==> src/rtl/edu_tpu_pkg.sv <==
// Shared constants for the teaching TPU datapath: array geometry,
// element widths and the feeder's control-state encoding.
package edu_tpu_pkg;

    localparam int ARRAY_SIZE = 3;
    localparam int DATA_W     = 8;
    localparam int ACC_W      = 2 * DATA_W + $clog2(ARRAY_SIZE) + 1;

    // Beats per streamed matrix: 2N-1 skewed data beats plus N-1 drain beats.
    localparam int BEAT_COUNT = 3 * ARRAY_SIZE - 2;

    // Feeder control states.
    localparam logic [1:0] ST_FILL   = 2'd0;
    localparam logic [1:0] ST_READY  = 2'd1;
    localparam logic [1:0] ST_STREAM = 2'd2;

endpackage

==> src/rtl/sa_feeder.sv <==
// Activation staging buffer and diagonal skew stage in front of the
// systolic array. Rows are loaded one per write, then streamed out one
// skewed lane vector per step strobe, followed by zero drain beats.
module sa_feeder #(
    parameter int ARRAY_SIZE = edu_tpu_pkg::ARRAY_SIZE,
    parameter int DATA_W     = edu_tpu_pkg::DATA_W
) (
    input  logic                         clk,
    input  logic                         rst_n,
    input  logic                         wr_valid,
    output logic                         wr_ready,
    input  logic [ARRAY_SIZE*DATA_W-1:0] wr_data,
    input  logic                         start,
    input  logic                         clear,
    input  logic                         step,
    output logic                         busy,
    output logic                         out_valid,
    output logic [ARRAY_SIZE*DATA_W-1:0] out_data,
    output logic                         done
);
    import edu_tpu_pkg::ST_FILL;
    import edu_tpu_pkg::ST_READY;
    import edu_tpu_pkg::ST_STREAM;

    localparam int BEATS  = 3 * ARRAY_SIZE - 2;
    localparam int BEAT_W = (BEATS > 1) ? $clog2(BEATS) : 1;
    localparam int ROW_W  = $clog2(ARRAY_SIZE + 1);
    localparam int SEL_W  = (ARRAY_SIZE > 1) ? $clog2(ARRAY_SIZE) : 1;

    localparam logic [BEAT_W-1:0] LAST_BEAT = BEAT_W'(BEATS - 1);
    localparam logic [ROW_W-1:0]  LAST_ROW  = ROW_W'(ARRAY_SIZE - 1);

    logic [1:0]                   state;
    logic [ROW_W-1:0]             row_cnt;
    logic [BEAT_W-1:0]            beat;
    logic [ARRAY_SIZE*DATA_W-1:0] rows [ARRAY_SIZE];
    logic [ARRAY_SIZE*DATA_W-1:0] skew_data;

    // Handshake and status are pure decodes of the registered state.
    assign wr_ready = (state == ST_FILL);
    assign busy     = (state == ST_STREAM);

    // Capture accepted rows into the row buffer.
    // NOTE: the row buffer has no reset; every row is rewritten during FILL
    // before STREAM can read it, so resetting it would only cost flops.
    always_ff @(posedge clk) begin
        if (!clear && state == ST_FILL && wr_valid) begin
            rows[row_cnt[SEL_W-1:0]] <= wr_data;
        end
    end

    // Per-lane skew select: lane k on beat t carries A[t-k][k] when that row exists.
    for (genvar k = 0; k < ARRAY_SIZE; k++) begin : g_lane
        logic [BEAT_W-1:0] diff;
        logic              hit;
        logic [SEL_W-1:0]  row_sel;
        logic [DATA_W-1:0] lane;

        // Row index for this lane on the current beat, and whether it is in range.
        always_comb begin
            diff    = beat - BEAT_W'(k);
            hit     = (beat >= BEAT_W'(k)) && (diff < BEAT_W'(ARRAY_SIZE));
            row_sel = diff[SEL_W-1:0];
            lane    = hit ? rows[row_sel][k*DATA_W +: DATA_W] : '0;
        end

        assign skew_data[k*DATA_W +: DATA_W] = lane;
    end

    // Control FSM, counters and registered stream outputs; clear overrides all.
    // NOTE: state and outputs use non-blocking assignments so every register
    // samples pre-edge values, independent of statement order.
    always_ff @(posedge clk or negedge rst_n) begin
        if (!rst_n) begin
            state     <= ST_FILL;
            row_cnt   <= '0;
            beat      <= '0;
            out_valid <= 1'b0;
            done      <= 1'b0;
            out_data  <= '0;
        end else begin
            out_valid <= 1'b0;
            done      <= 1'b0;
            if (clear) begin
                state    <= ST_FILL;
                row_cnt  <= '0;
                beat     <= '0;
                out_data <= '0;
            end else begin
                case (state)
                    ST_FILL: begin
                        if (wr_valid) begin
                            row_cnt <= row_cnt + 1'b1;
                            if (row_cnt == LAST_ROW) begin
                                state <= ST_READY;
                            end
                        end
                    end
                    ST_READY: begin
                        if (start) begin
                            state <= ST_STREAM;
                            beat  <= '0;
                        end
                    end
                    ST_STREAM: begin
                        // The final beat is on the outputs this cycle; return to FILL.
                        if (done) begin
                            state   <= ST_FILL;
                            row_cnt <= '0;
                            beat    <= '0;
                        end else if (step) begin
                            out_valid <= 1'b1;
                            out_data  <= skew_data;
                            done      <= (beat == LAST_BEAT);
                            beat      <= (beat == LAST_BEAT) ? beat : beat + 1'b1;
                        end
                    end
                    default: begin
                        state <= ST_FILL;
                    end
                endcase
            end
        end
    end

endmodule

==> config.mk <==
export PLATFORM = sky130hd
export DESIGN_NAME = sa_feeder
export DESIGN_NICKNAME = d
export VERILOG_FILES = /design/src/rtl/edu_tpu_pkg.sv /design/src/rtl/sa_feeder.sv
export SDC_FILE = /design/constraint.sdc
export NUM_CORES = 1
export LEC_CHECK = 0
export BUFFER_PORTS_ARGS = -buffer_cell sky130_fd_sc_hd__buf_2
export CAP_MARGIN = 20
export CORE_MARGIN = 2
export CORE_UTILIZATION = 60
export DETAILED_ROUTE_END_ITERATION = 6
export PLACE_DENSITY = 0.83
export SYNTH_ARGS = -nofsm -noshare
export SYNTH_HDL_FRONTEND = slang
export SYNTH_SLANG_ARGS = --single-unit
==> constraint.sdc <==
create_clock -name clk -period 3.4 [get_ports clk]
set_input_delay 1.02 -clock clk [delete_from_list [all_inputs] [get_ports clk]]
set_output_delay 1.02 -clock clk [all_outputs]
set_load 0.005 [all_outputs]
==> metrics.csv, run 1 <==
metric,value,unit
status,completed,
worst reg2reg startpoint,beat[1],
DP Area,0.00467,sq mm
initial drt markers,144,
# IOs,58,
die area,0.00777,sq mm
post-CTS setup buffer count,0,
crit-path leading delay family,flip-flops,
number of gates resized after cts,0,
CTS Buf Count,9,
startpoint types,register,
final instance area,0.00484,sq mm
Crit. End Element,output port,
drt wl/cell,16.4,microns
Total Wirelength,7.73,mm
Core Area,0.00683,sq mm
RSZ-0062 raised after global routing,false,
DRC errors left,0,
root buffer cell,clkbuf_8,
max_cap viols,0,
initial antenna violation count,0,
Worst R2R Setup Slack,1330,ps
Bufs and invs on worst path,1,
Synth cell types,42,
PortBufs,57,
LEAKAGE,1.90,nW
P&R area growth vs syn,14.1,%
largest net degree at the start of global routing,34,
post-route ant nets,0,
RePlAce Congestion,0.758,
R2R cell count,5,
via count,2642,
post-synthesis register bit count,105,
Slew headroom,0.500,
Reg-to-Reg End,out_data[15],
number of synthesized flops with an enable pin,72,
Post-Syn Instances,306,
CP Max Fanout,11,
YS warnings,0,
fin nets,411,
Main synth FF type,edfxtp_1,
FP Rows,30,
worst IR drop on VDD,0.335,mV
Cell Pwr Density,456,mW/mm^2
H-tree Lvls,3,
mapped cell area,0.00425,sq mm
Die Y,88.1,microns
layout cell share with drive strength beyond 1,0.242,
"FFs w/ async S/R, synth",0.314,
Detailed Place HPWL,5.14,mm
Mapped Nets,346,
Total GRT Usage,0.213,
clk sinks,105,
Crit path largest cell delay,530,ps
first-pass GRT wire length,12.1,mm
post-synthesis sequential area ratio,0.703,
die width,88.1,microns
slew of the pin with the lowest slew margin,750,ps
HP Class,reg -> reg,
Clock Path Buffers,2,
Worst-Skew Late Latency,370,ps
Syn Area/Cell,13.9,sq um
fin crit share,0.692,
Setup crit end,busy,
CP required,2380,ps
max frequency,0.425,GHz
Setup CP Type,reg -> out,
Worst path slowest cell,dfrtp_1,
"Setup violations, final",0,
start point of the critical path,state[1],
fin crit period,2350,ps
grt total ovfl,0,
"Arr. time, crit path",1330,ps
n_diodes,0,
CP Cell Sequence,"nor2b_1, buf_2",
Starting Density,0.622,
"commonest non-fill, non-tap cell in the layout",edfxtp_1,
"Reg clk slew, reported paths",100,ps
CTS tree,done,
CP Depth,2,
TNS Setup,0,ps
Final Hold Viols,0,
hold buffer count at cts,0,
Layout Skew,14.5,ps
Vias/cell,5.60,
vias in the first global route,2620,
Pins Over Slew Limit,0,
drt pass-1 iters,4,
most frequent cells in the layout,"edfxtp_1, buf_2, dfrtp_1",
[metrics by stage]
stage / hold slack (ps) / utilization / power (W) / cells / worst slack [ps]
after floorplan: 473 / - / 0.00149 / 306 / 979
after global placement: 457 / 0.683 / 0.00154 / 456 / 1100
after detailed placement: 464 / 0.683 / 0.00154 / 456 / 1010
after CTS: 487 / 0.709 / 0.00222 / 472 / 1050
after global routing: 529 / 0.709 / 0.00229 / 472 / 973
final: 481 / 0.709 / 0.00221 / 472 / 1050
[synthesized netlist by cell type, drive strengths merged (5+ instances only)]
cell type  instances  area [sq um]
buf                7          42.5
nand2             29           111
clkbuf             6          22.5
nor2              21          78.8
inv                5          18.8
ha                10           125
o21ai             28           144
o22a               7          61.3
o31ai              7          52.6
mux2i             17           170
a21oi             28           140
dfrtp             33           826
edfxtp            72          2160
[worst min path at each step]
stage	depth (start not counted)	to	start	slack, ps
finish	2	out_data[9]	out_data[9]	480
global route	2	out_data[1]	out_data[1]	530
CTS	2	out_data[9]	out_data[9]	490
detailed placement	2	out_data[9]	out_data[9]	460
global placement	2	out_data[9]	out_data[9]	460
floorplan	2	out_data[10]	out_data[10]	470
[tightest hold or removal path, cell delays in order, from the launching register on]
cell and delay [ps]:
dfrtp_1 350, nand2_1 50, o31ai_1 50
[report_power, final]
group          leakage [nW]  internal [W]  switching [W]  total [W]
Combinational         0.697     0.0000371      0.0000651   0.000102
Sequential             1.12       0.00140     0.00000971    0.00141
Clock                0.0888      0.000276       0.000422   0.000698
Total                  1.90       0.00171       0.000497    0.00221
[cells by family (layout without fill, tap and decap cells)]
logic type                 count (synthesis)  in the layout  synth area share
adders and majority gates                 10             10            0.0295
muxes                                     17             17            0.0401
AOI/OAI and AO/OA                         79             79             0.116
xor gates and xnor gates                   1              1           0.00206
buffers and inverters                     19             89            0.0206
DFF                                      105            105             0.703
and+or+nand+nor                           75             75            0.0884
[metal layers]
layer | global-route usage | share of wire | vias up
li1 | - | - | 1254
met1 | 0.266 | 0.42 | 1296
met2 | 0.360 | 0.52 | 85
met3 | 0.0660 | 0.060 | 7
met4 | 0.0689 | 0.0094 | 0
met5 | 0 | 0 | -
[final cells by class]
type / instances / area, sq um
sequential: 105 / 2990
fill: 514 / 1990
multi-input combinational: 182 / 1180
timing repair buffer: 67 / 360
clock buffer: 10 / 128
tap: 96 / 120
clock inverter: 6 / 50.0
inverter: 6 / 22.5
[registers in the layout, summed over array words and instances, names as in the netlist]
| name | flops |
|---|---|
| out_data | 24 |
| rows | 72 |
| out_valid | 1 |
| row_cnt | 2 |
| done | 1 |
| beat | 3 |
| state | 2 |
(Power assumes the default switching activity.)
==> run 2: changes to the inputs <==
--- a/config.mk
+++ b/config.mk
@@ -8,9 +8,9 @@
 export BUFFER_PORTS_ARGS = -buffer_cell sky130_fd_sc_hd__buf_2
 export CAP_MARGIN = 20
 export CORE_MARGIN = 2
-export CORE_UTILIZATION = 60
+export CORE_UTILIZATION = 57
 export DETAILED_ROUTE_END_ITERATION = 6
-export PLACE_DENSITY = 0.83
+export PLACE_DENSITY = 0.79
 export SYNTH_ARGS = -nofsm -noshare
 export SYNTH_HDL_FRONTEND = slang
 export SYNTH_SLANG_ARGS = --single-unit
==> constraint.sdc (replaced) <==
create_clock -name clk -period 2.2 [get_ports clk]
set_input_delay 0.66 -clock clk [delete_from_list [all_inputs] [get_ports clk]]
set_output_delay 0.66 -clock clk [all_outputs]
set_load 0.005 [all_outputs]
==> run 2 against run 1 <==
  * Routed wire length increased by 1.3%
  * Combinational power grew 56%
  * Sequential power is 55% higher
  * Setup slack worse by 840 ps
  * First-iteration DRC count is 23% lower
  * Total power grew 61%
  * Highest routed layer unchanged
  * Sequential share of layout area shrank 0.88 points
  * Register-to-register slack got worse by 1100 ps
  * Non-clock buffer count is 2 higher
  * Clock skew shrank 5.2 ps
  * Global-route usage fell by 0.74 points
==> metrics.csv, run 2 (synthesis gave the netlist of run 1 again) <==
metric,value,unit
status,completed,
Worst-Skew Late Latency,370,ps
grt met1 use,0.269,
final instance area,0.00491,sq mm
vias in the first global route,2533,
CP Cell Sequence,"nor2b_1, buf_2",
Cell Pwr Density,722,mW/mm^2
clk sinks,105,
post-CTS setup buffer count,0,
RePlAce Congestion,0.853,
Worst path slowest cell,dfrtp_1,
Total GRT Usage,0.206,
RSZ-0062 raised after global routing,false,
post-route ant nets,0,
initial drt markers,111,
layout cell share with drive strength beyond 1,0.243,
drt wl/cell,16.4,microns
slew of the pin with the lowest slew margin,784,ps
most frequent cells in the layout,"edfxtp_1, buf_2, dfrtp_1",
fin crit period,1990,ps
Starting Density,0.586,
Detailed Place HPWL,5.13,mm
Core Area,0.00725,sq mm
via count,2614,
Layout Skew,9.32,ps
grt total ovfl,0,
global route hottest layer,met2,
P&R area growth vs syn,15.7,%
LEAKAGE,1.93,nW
Clock Path Buffers,2,
max_cap viols,0,
Crit. End Element,output port,
TNS Setup,0,ps
DP Area,0.00471,sq mm
Slew headroom,0.477,
max frequency,0.501,GHz
CP required,1540,ps
fin crit share,0.907,
HP Class,in -> async,
largest net degree at the start of global routing,34,
Pins Over Slew Limit,0,
number of gates resized after cts,0,
Final Hold Viols,0,
"commonest non-fill, non-tap cell in the layout",edfxtp_1,
hold buffer count at cts,0,
initial antenna violation count,0,
worst IR drop on VDD,0.639,mV
FP Rows,31,
CTS tree,done,
met2 Use GR,0.340,
DRC errors left,0,
Setup crit end,busy,
"Arr. time, crit path",1330,ps
H-tree Lvls,3,
first-pass GRT wire length,12.6,mm
startpoint types,register,
n_diodes,0,
Vias/cell,5.48,
start point of the critical path,state[1],
Total Wirelength,7.83,mm
Largest register FFs,72,
R2R cell count,7,
GRT met3 Usage,0.0409,
Worst R2R Setup Slack,250,ps
"Setup violations, final",0,
drt pass-1 iters,4,
Crit path largest cell delay,520,ps
CTS Buf Count,9,
die area,0.00816,sq mm
PortBufs,57,
die width,90.3,microns
Die Y,90.3,microns
# IOs,58,
Reg-to-Reg End,out_data[13],
"Reg clk slew, reported paths",100,ps
root buffer cell,clkbuf_8,
fin nets,413,
worst reg2reg startpoint,beat[0],
CP Max Fanout,11,
Setup CP Type,reg -> out,
==> run 2: changes by cell type in the layout (fill, tap and decap cells not counted), sizes merged <==
cell | previous run | this run
clkinvlp | 1 | 0
clkinv | 4 | 3
clkbuf | 10 | 11
bufinv | 0 | 1
buf | 67 | 69
==> run 2: layout make-up <==
type	instances	area, sq um
Tap cell	99	124
Sequential cell	105	2990
Timing Repair Buffer	69	400
Multi-Input combinational cell	182	1180
Clock buffer	11	141
Fill cell	531	2340
Clock inverter	5	62.6
Inverter	6	22.5
==> run 2: power by group <==
part	switching [W]	internal, W	total [W]
logic	0.0000999	0.0000594	0.000159
registers	0.0000146	0.00216	0.00218
clock network	0.000644	0.000568	0.00121
==> run 2: per-layer routing <==
layer  share of wire  routed length (microns)  vias up
li1                -                        -     1253
met5               0                        0        -
met3           0.039                      302       13
met4           0.018                      140        0
met1            0.44                     3430     1291
met2            0.51                     3960       57
==> run 2: worst max-delay path, delay by kind of cell (launching register included) <==
| family | cells | cell delay [ps] |
|---|---|---|
| flops | 1 | 520 |
| simple gates | 1 | 290 |
| buf+inv | 1 | 160 |
==> run 2: per-stage QoR <==
stage               setup WS, ps  hold slack (ps)  total power (W)  utilization  instances
floorplan                   65.0              364          0.00230            -        306
global route                 105              427          0.00367        0.678        477
detailed placement           157              461          0.00239        0.649        461
CTS                          209              387          0.00358        0.678        477
finish                       205              364          0.00355        0.678        477
global placement             236              457          0.00238        0.649        461
==> run 2: worst min path at each step <==
stage               depth (start not counted)            to         start
CTS                                         1  out_data[17]         rst_n
detailed placement                          2  out_data[12]  out_data[12]
floorplan                                   0       beat[0]         rst_n
global placement                            2  out_data[12]  out_data[12]
finish                                      1     out_valid         rst_n
global route                                1    row_cnt[0]         rst_n
